**config.mk**
```make
export PLATFORM = sky130hd
export DESIGN_NAME = cbus_arbiter
export DESIGN_NICKNAME = d
export VERILOG_FILES = /design/src/rtl/cbus_arbiter.sv
export SDC_FILE = /design/constraint.sdc
export NUM_CORES = 1
export LEC_CHECK = 0
export BUFFER_PORTS_ARGS = -buffer_cell sky130_fd_sc_hd__clkbuf_2
export CAP_MARGIN = 25
export CORE_AREA = 3 3 200 202
export DETAILED_ROUTE_END_ITERATION = 8
export DIE_AREA = 0 0 203 205
export GPL_TIMING_DRIVEN = 1
export SYNTH_ARGS = -nofsm -noshare
export SYNTH_HDL_FRONTEND = slang
export SYNTH_SLANG_ARGS = --single-unit
```
**constraint.sdc**
```tcl
create_clock -name clk -period 1.6 [get_ports clk]
set_input_delay 0 -clock clk [delete_from_list [all_inputs] [get_ports clk]]
set_output_delay 0 -clock clk [all_outputs]
set_load 0.03 [all_outputs]
```
**src/rtl/cbus_arbiter.sv**
```systemverilog
// cbus_arbiter
// Shares one 64-bit memory request port between the instruction-fetch bus
// (I) and the data bus (D). One transaction is in flight at a time: the
// winning request is captured on grant, presented as an address phase
// (REQ) and then waits for its data phase (RESP), whose response is routed
// back only to the owning requester.
//
// Parameters
//   FAIR      : 0 = D always wins simultaneous requests,
//               1 = simultaneous requests go to the bus not granted last.
//   IWORD_SEL : 1 = instruction word is the 32-bit half picked by addr[2],
//               0 = instruction word is always the low half.
//
// Ports
//   clk, reset (async, active-low)
//   ireq_valid/ireq_addr                      fetch request
//   iresp_addr_ok/iresp_data_ok/iresp_data     fetch response
//   dreq_valid/addr/size/strobe/data           data request (strobe 0 = read)
//   dresp_addr_ok/dresp_data_ok/dresp_data     data response
//   mreq_valid/addr/size/strobe/data, mreq_ready   memory request port
//   mresp_valid/mresp_data                     memory response port
//   busy                                       a transaction is owned
module cbus_arbiter #(
  parameter bit FAIR      = 1'b0,
  parameter bit IWORD_SEL = 1'b1
) (
  input  logic        clk,
  input  logic        reset,

  input  logic        ireq_valid,
  input  logic [63:0] ireq_addr,
  output logic        iresp_addr_ok,
  output logic        iresp_data_ok,
  output logic [31:0] iresp_data,

  input  logic        dreq_valid,
  input  logic [63:0] dreq_addr,
  input  logic [2:0]  dreq_size,
  input  logic [7:0]  dreq_strobe,
  input  logic [63:0] dreq_data,
  output logic        dresp_addr_ok,
  output logic        dresp_data_ok,
  output logic [63:0] dresp_data,

  output logic        mreq_valid,
  output logic [63:0] mreq_addr,
  output logic [2:0]  mreq_size,
  output logic [7:0]  mreq_strobe,
  output logic [63:0] mreq_data,
  input  logic        mreq_ready,
  input  logic        mresp_valid,
  input  logic [63:0] mresp_data,

  output logic        busy
);

  typedef enum logic [1:0] {
    IDLE = 2'd0,
    REQ  = 2'd1,
    RESP = 2'd2
  } state_t;

  // Instruction fetches are always 32-bit reads.
  localparam logic [2:0] ISIZE = 3'b010;

  state_t      state, state_nx;
  logic        owner_d;       // 1 = data bus owns the transaction
  logic        last_grant_d;  // 1 = data bus was granted last
  logic        grant;
  logic        grant_d;
  logic [63:0] lat_addr;
  logic [2:0]  lat_size;
  logic [7:0]  lat_strobe;
  logic [63:0] lat_data;

  logic        addr_ok;
  logic        data_ok;
  logic [31:0] iword;

  // Grant decision and next state.
  always_comb begin
    state_nx = state;
    grant    = 1'b0;
    grant_d  = 1'b0;
    case (state)
      IDLE: begin
        if (ireq_valid || dreq_valid) begin
          grant    = 1'b1;
          state_nx = REQ;
          if (ireq_valid && dreq_valid) begin
            // Data priority unless fairness mode alternates under contention.
            grant_d = FAIR ? ~last_grant_d : 1'b1;
          end else begin
            grant_d = dreq_valid;
          end
        end
      end
      REQ: begin
        if (mreq_ready) state_nx = RESP;
      end
      RESP: begin
        if (mresp_valid) state_nx = IDLE;
      end
      default: state_nx = IDLE;
    endcase
  end

  // State, ownership and request capture.
  always_ff @(posedge clk or negedge reset) begin
    if (!reset) begin
      state        <= IDLE;
      owner_d      <= 1'b0;
      last_grant_d <= 1'b0;
      lat_addr     <= '0;
      lat_size     <= '0;
      lat_strobe   <= '0;
      lat_data     <= '0;
    end else begin
      state <= state_nx;
      if (grant) begin
        owner_d      <= grant_d;
        last_grant_d <= grant_d;
        if (grant_d) begin
          lat_addr   <= dreq_addr;
          lat_size   <= dreq_size;
          lat_strobe <= dreq_strobe;
          lat_data   <= dreq_data;
        end else begin
          lat_addr   <= ireq_addr;
          lat_size   <= ISIZE;
          lat_strobe <= '0;
          lat_data   <= '0;
        end
      end
    end
  end

  // Memory side is driven straight from the captured request, so it stays
  // stable for as long as the memory stalls the address phase.
  assign mreq_valid  = (state == REQ);
  assign mreq_addr   = lat_addr;
  assign mreq_size   = lat_size;
  assign mreq_strobe = lat_strobe;
  assign mreq_data   = lat_data;

  assign addr_ok = (state == REQ)  && mreq_ready;
  assign data_ok = (state == RESP) && mresp_valid;

  assign iresp_addr_ok = addr_ok & ~owner_d;
  assign dresp_addr_ok = addr_ok &  owner_d;
  assign iresp_data_ok = data_ok & ~owner_d;
  assign dresp_data_ok = data_ok &  owner_d;

  assign iword = (IWORD_SEL && lat_addr[2]) ? mresp_data[63:32] : mresp_data[31:0];

  // Response data is held at zero except while it is being delivered.
  assign iresp_data = iresp_data_ok ? iword      : 32'd0;
  assign dresp_data = dresp_data_ok ? mresp_data : 64'd0;

  assign busy = (state != IDLE);

endmodule

```
-- Word level (Yosys, flattened, before mapping)
Index checks and enable logic that the tools add are counted.
- flip-flop bits (word level): 142
- output and inout bits: 241
- eq/ne operators: 5
- multiplexer cells: 16
- bitwise operators: 5
- reduce and logical (&&, ||, !) cells: 7
- operators by type and width (cell ; number):
    two-way mux 64 bit ; 3
    two-way mux 32 bit ; 2
    two-way mux 8 bit ; 1
    two-way mux 2 bit ; 3
    one-hot mux 2 bit (3 select lines) ; 1
    two-way mux 1 bit ; 5
    AND 1 bit ; 4
    != test 2 bit, second input constant ; 2
    logical AND 1 bit ; 3
    two-way mux 3 bit ; 1
    AND reduction 3 bit ; 1
    == test 2 x 1 -> 1 bit, second input constant ; 1
    == test 2 bit, second input constant ; 1
    zero test 2 bit ; 1
    != test 2 x 1 -> 1 bit, second input constant ; 1
    nonzero test 2 bit ; 1
    logical OR 1 bit ; 1
    NOT 1 bit ; 1

-- Depth between registers and ports, before layout
- word-level depth: 5
- mapped depth: 6
- depth with buffers taken out: 4

-- Worst setup path after synthesis
No wires, ideal clock.
- path kind: reg2out
- start point: register lat_addr[2], in the netlist mreq_addr[2]
- end point: output iresp_data[10]
- arrival: 1.738 ns
- slack: -0.138 ns
- cell stages (with the launch flop): 5
- path buffers: 2
- cells stage by stage: dfrtp_1 -> buf_2 -> buf_1 -> mux2i_1 -> nor2_1
- word-level cells in the longest chain between the ends: 2
- RTL lines (what ; RTL line ; source):
    start, declared ; 71 ; logic [63:0] lat_addr;
    start signal, assigned ; 124 ; lat_addr <= dreq_addr;
    start signal, assigned ; 129 ; lat_addr <= ireq_addr;
    two-way mux 32 bit ; 154 ; assign iword = (IWORD_SEL && lat_addr[2]) ? mresp_data[63:32] : mresp_data[31:0];
    two-way mux 32 bit ; 157 ; assign iresp_data = iresp_data_ok ? iword : 32'd0;
    end, declared ; 34 ; output logic [31:0] iresp_data,
Every way passes these cells.

-- Worst setup path after layout
- start point: register state[0]
- end point: output iresp_data[3]
- word-level cells in the longest chain between the ends: 4
- RTL lines (what ; RTL line ; source):
    start, declared ; 66 ; state_t state, state_nx;
    start signal, assigned ; 119 ; state <= state_nx;
    == test 2 bit ; 147 ; assign data_ok = (state == RESP) && mresp_valid;
    logical AND 1 bit ; 147 ;
    AND 1 bit ; 151 ; assign iresp_data_ok = data_ok & ~owner_d;
    two-way mux 32 bit ; 157 ;
Every way passes these cells.

==> results.yml <==
outcome:
  status: "complete, but fails checks"
  violations: "setup timing"
timing:
  worstMarginPinSlew_ps: 488
  drv_slew: 0
  fin_crit_sh_pct: 124
  max_slew_margin_pct: 67.4
  finalHoldViolCount: 0
  fmax_mhz: 504
  finalSetupTns_ps: -35820
  fin_worst_skew_ps: 8.84
  setup_slack_ps: -385
  rsz0062_at_grt: "yes"
  setup_viol: 201
  fin_crit_ps: 1990
die:
  die_h_um: 205
  rows: 72
  boundaryPins: 514
  die_x_um: 203
  initial_core_util_pct: 17.0
  die-area_mm2: 0.0416
  coreArea_mm2: 0.0385
clocking:
  cts_tree: "built"
  ctsRootBufferMaster: "clkbuf_16"
  htree_levels: 4
  clk_pin_slew_ps: 60
  numCtsBuffers: 17
  cts_sinks: 142
  clk_path_buf_depth: 2
  clk_latency_ps: 440
cells_and_area:
  final_area_mm2: 0.0145
  final_cells: 1907
  fillerInstances: 3588
  layout-drive-gt1-share_pct: 50.0
  syn_to_final_growth_pct: 122
  utilization_pct: 37.7
  nNetsFinal: 1647
pwr:
  power_density_mw_per_mm2: 1690
  ir_worst_vdd_mv: 1.26
  power_leakage_nw: 7.00
synthesis:
  synth_seq_area_share_pct: 54.4
  yosys.area.top_type: "dfrtp_1"
  synth_area_mm2: 0.00653
  ys_top_cells_by_area: "dfrtp_1 54%, a22o_1 9.9%, o21ai_0 8.3%"
  avgSynthCellArea_um2: 10.4
  yosysTopAreaCellShare_pct: 54.4
  synth_common_cells: "142 x dfrtp_1, 109 x o21ai_0, 74 x a22o_1"
  ys_ff_latch: 142
  synth_cells: 626
  synthFlopType: "dfrtp_1"
  yosysMostFrequentCell: "dfrtp_1"
  synth_cell_types: 28
  syn_nets: 899
  synth_edf_count: 0
  yosysWarningCount: 0
  synth-async-reset-ratio_pct: 100
placement:
  placed_cell_area_mm2: 0.0100
  place_congestion: 0.919
  place_ws_ps: -13.5
  placedCellCount: 1631
  place_hpwl_mm: 26.2
  buffer_ports.inserted: 513
critical_path:
  start_kind: "register"
  crit_path_end_kind: "output port"
  cp_data_required_time_ps: 1600
  critPathArrivalTime_ps: 1990
  worstSetupPathType: "reg -> out"
  crit_fanout: 16
global_routing:
  grt_pass1_wl_mm: 53.8
  grt_pass1_vias: 8690
  grt_max_degree: 66
  grt_overflow: 0
  gr-usage-all-layers_pct: 17.3
  antenna_found_initial: 6
route:
  drt-total-wl_mm: 42.4
  drt_iter0_markers: 557
  route.detailed.drc: 0
  dr.pass1.iters: 5
  antenna_left: 0
  vias: 8734
  routedWlPerCell_um: 22.3
  vias_per_cell: 4.58
worst_hold_path:
  min_path_type: "in -> async"
flow_run:
  drv_cap: 0
[state kept, by name (all words and copies together) (netlist names)]
signal       count
mreq_addr       64
mreq_strobe      8
state            2
mreq_data       64
owner_d          1
mreq_size        3
[cells in the final DEF (no fill, tap or decap), types with 11 or more instances in the layout]
master and n:
a22o_1 74, and2_1 62, buf_12 24, buf_4 34, buf_6 25, buf_8 23
clkbuf_16 30, clkbuf_2 414, clkbuf_8 48, dfrtp_1 140, dlygate4sd3_1 207, mux2i_1 32
nor2_2 16, nor2_4 18, o21ai_0 54, o21ai_1 67, o22ai_1 33, o22ai_2 15
o22ai_4 11
[worst max-delay path, cell delays in order, from the launching register on]
cell and delay [ps]:
dfrtp_1 380, nand2b_4 140, or3b_4 470, buf_16 210
nor2_2 150, clkbuf_8 180
[stage by stage]
| step | hold slack (ps) | power, mW |
|---|---|---|
| final | 64.7 | 24.5 |
| after global routing | 84.6 | 25.6 |
| after CTS | 19.0 | 22.3 |
| after detailed placement | -38.6 | 17.5 |
| after global placement | -44.3 | 17.3 |
| after floorplan | -296 | 13.1 |
[area by class of cell]
class	count	area, um^2	area share [%]
clock inverter	11	118	0.810
timing repair buffer	793	6560	45.2
sequential	142	3560	24.5
tap	518	648	4.47
clock buffer	19	453	3.12
multi-input combinational	416	3160	21.8
antenna	4	10.0	0.0690
inverter	4	15.0	0.103
[final timing paths]
path | from | to | slack (ps) | cells after the start
max | state[0] | iresp_data[3] | -390 | 5
min | reset | mreq_data[24] | 60 | 2
max reg2reg | state[0] | mreq_data[24] | -130 | 8
min reg2reg | mreq_size[2] | mreq_size[2] | 500 | 1
max in group asynchronous | reset | mreq_addr[2] | 920 | 3
min in group clk | ireq_valid | mreq_addr[34] | 70 | 3
[per-layer routing]
metal	routed length, um	global-route usage [%]
met1	15300	18.2
met2	22100	31.7
met3	3100	4.48
met4	1880	9.33
met5	0	0
[power breakdown]
group          leakage (nW)  switching [mW]  internal, mW
Combinational          4.94            8.64          5.62
Clock                 0.281            1.64          2.35
Sequential             1.78            1.02          5.22
[cell families (layout without fill, tap and decap cells)]
| group | count (synthesis) | after routing | share of synthesized area (%) |
|---|---|---|---|
| AOI/OAI and AO/OA | 270 | 271 | 26.5 |
| and+or+nand+nor | 113 | 113 | 9.56 |
| muxes | 32 | 32 | 4.90 |
| buffers and inverters | 69 | 827 | 4.65 |
| DFF | 142 | 142 | 54.4 |
| other | 0 | 4 | 0 |
[what timing repair did]
item | 4_1_cts | 5_1_grt
pin swaps | 6 | 60
setup endpoints to repair | 101 | 243
resized for setup | 143 | 271
cloned | 2 | 20
hold buffers | 207 | 0
endpoints found under the hold margin | 283 | 0
buffers inserted | 1 | 12
Note: power is estimated with default switching activity, not from simulation.
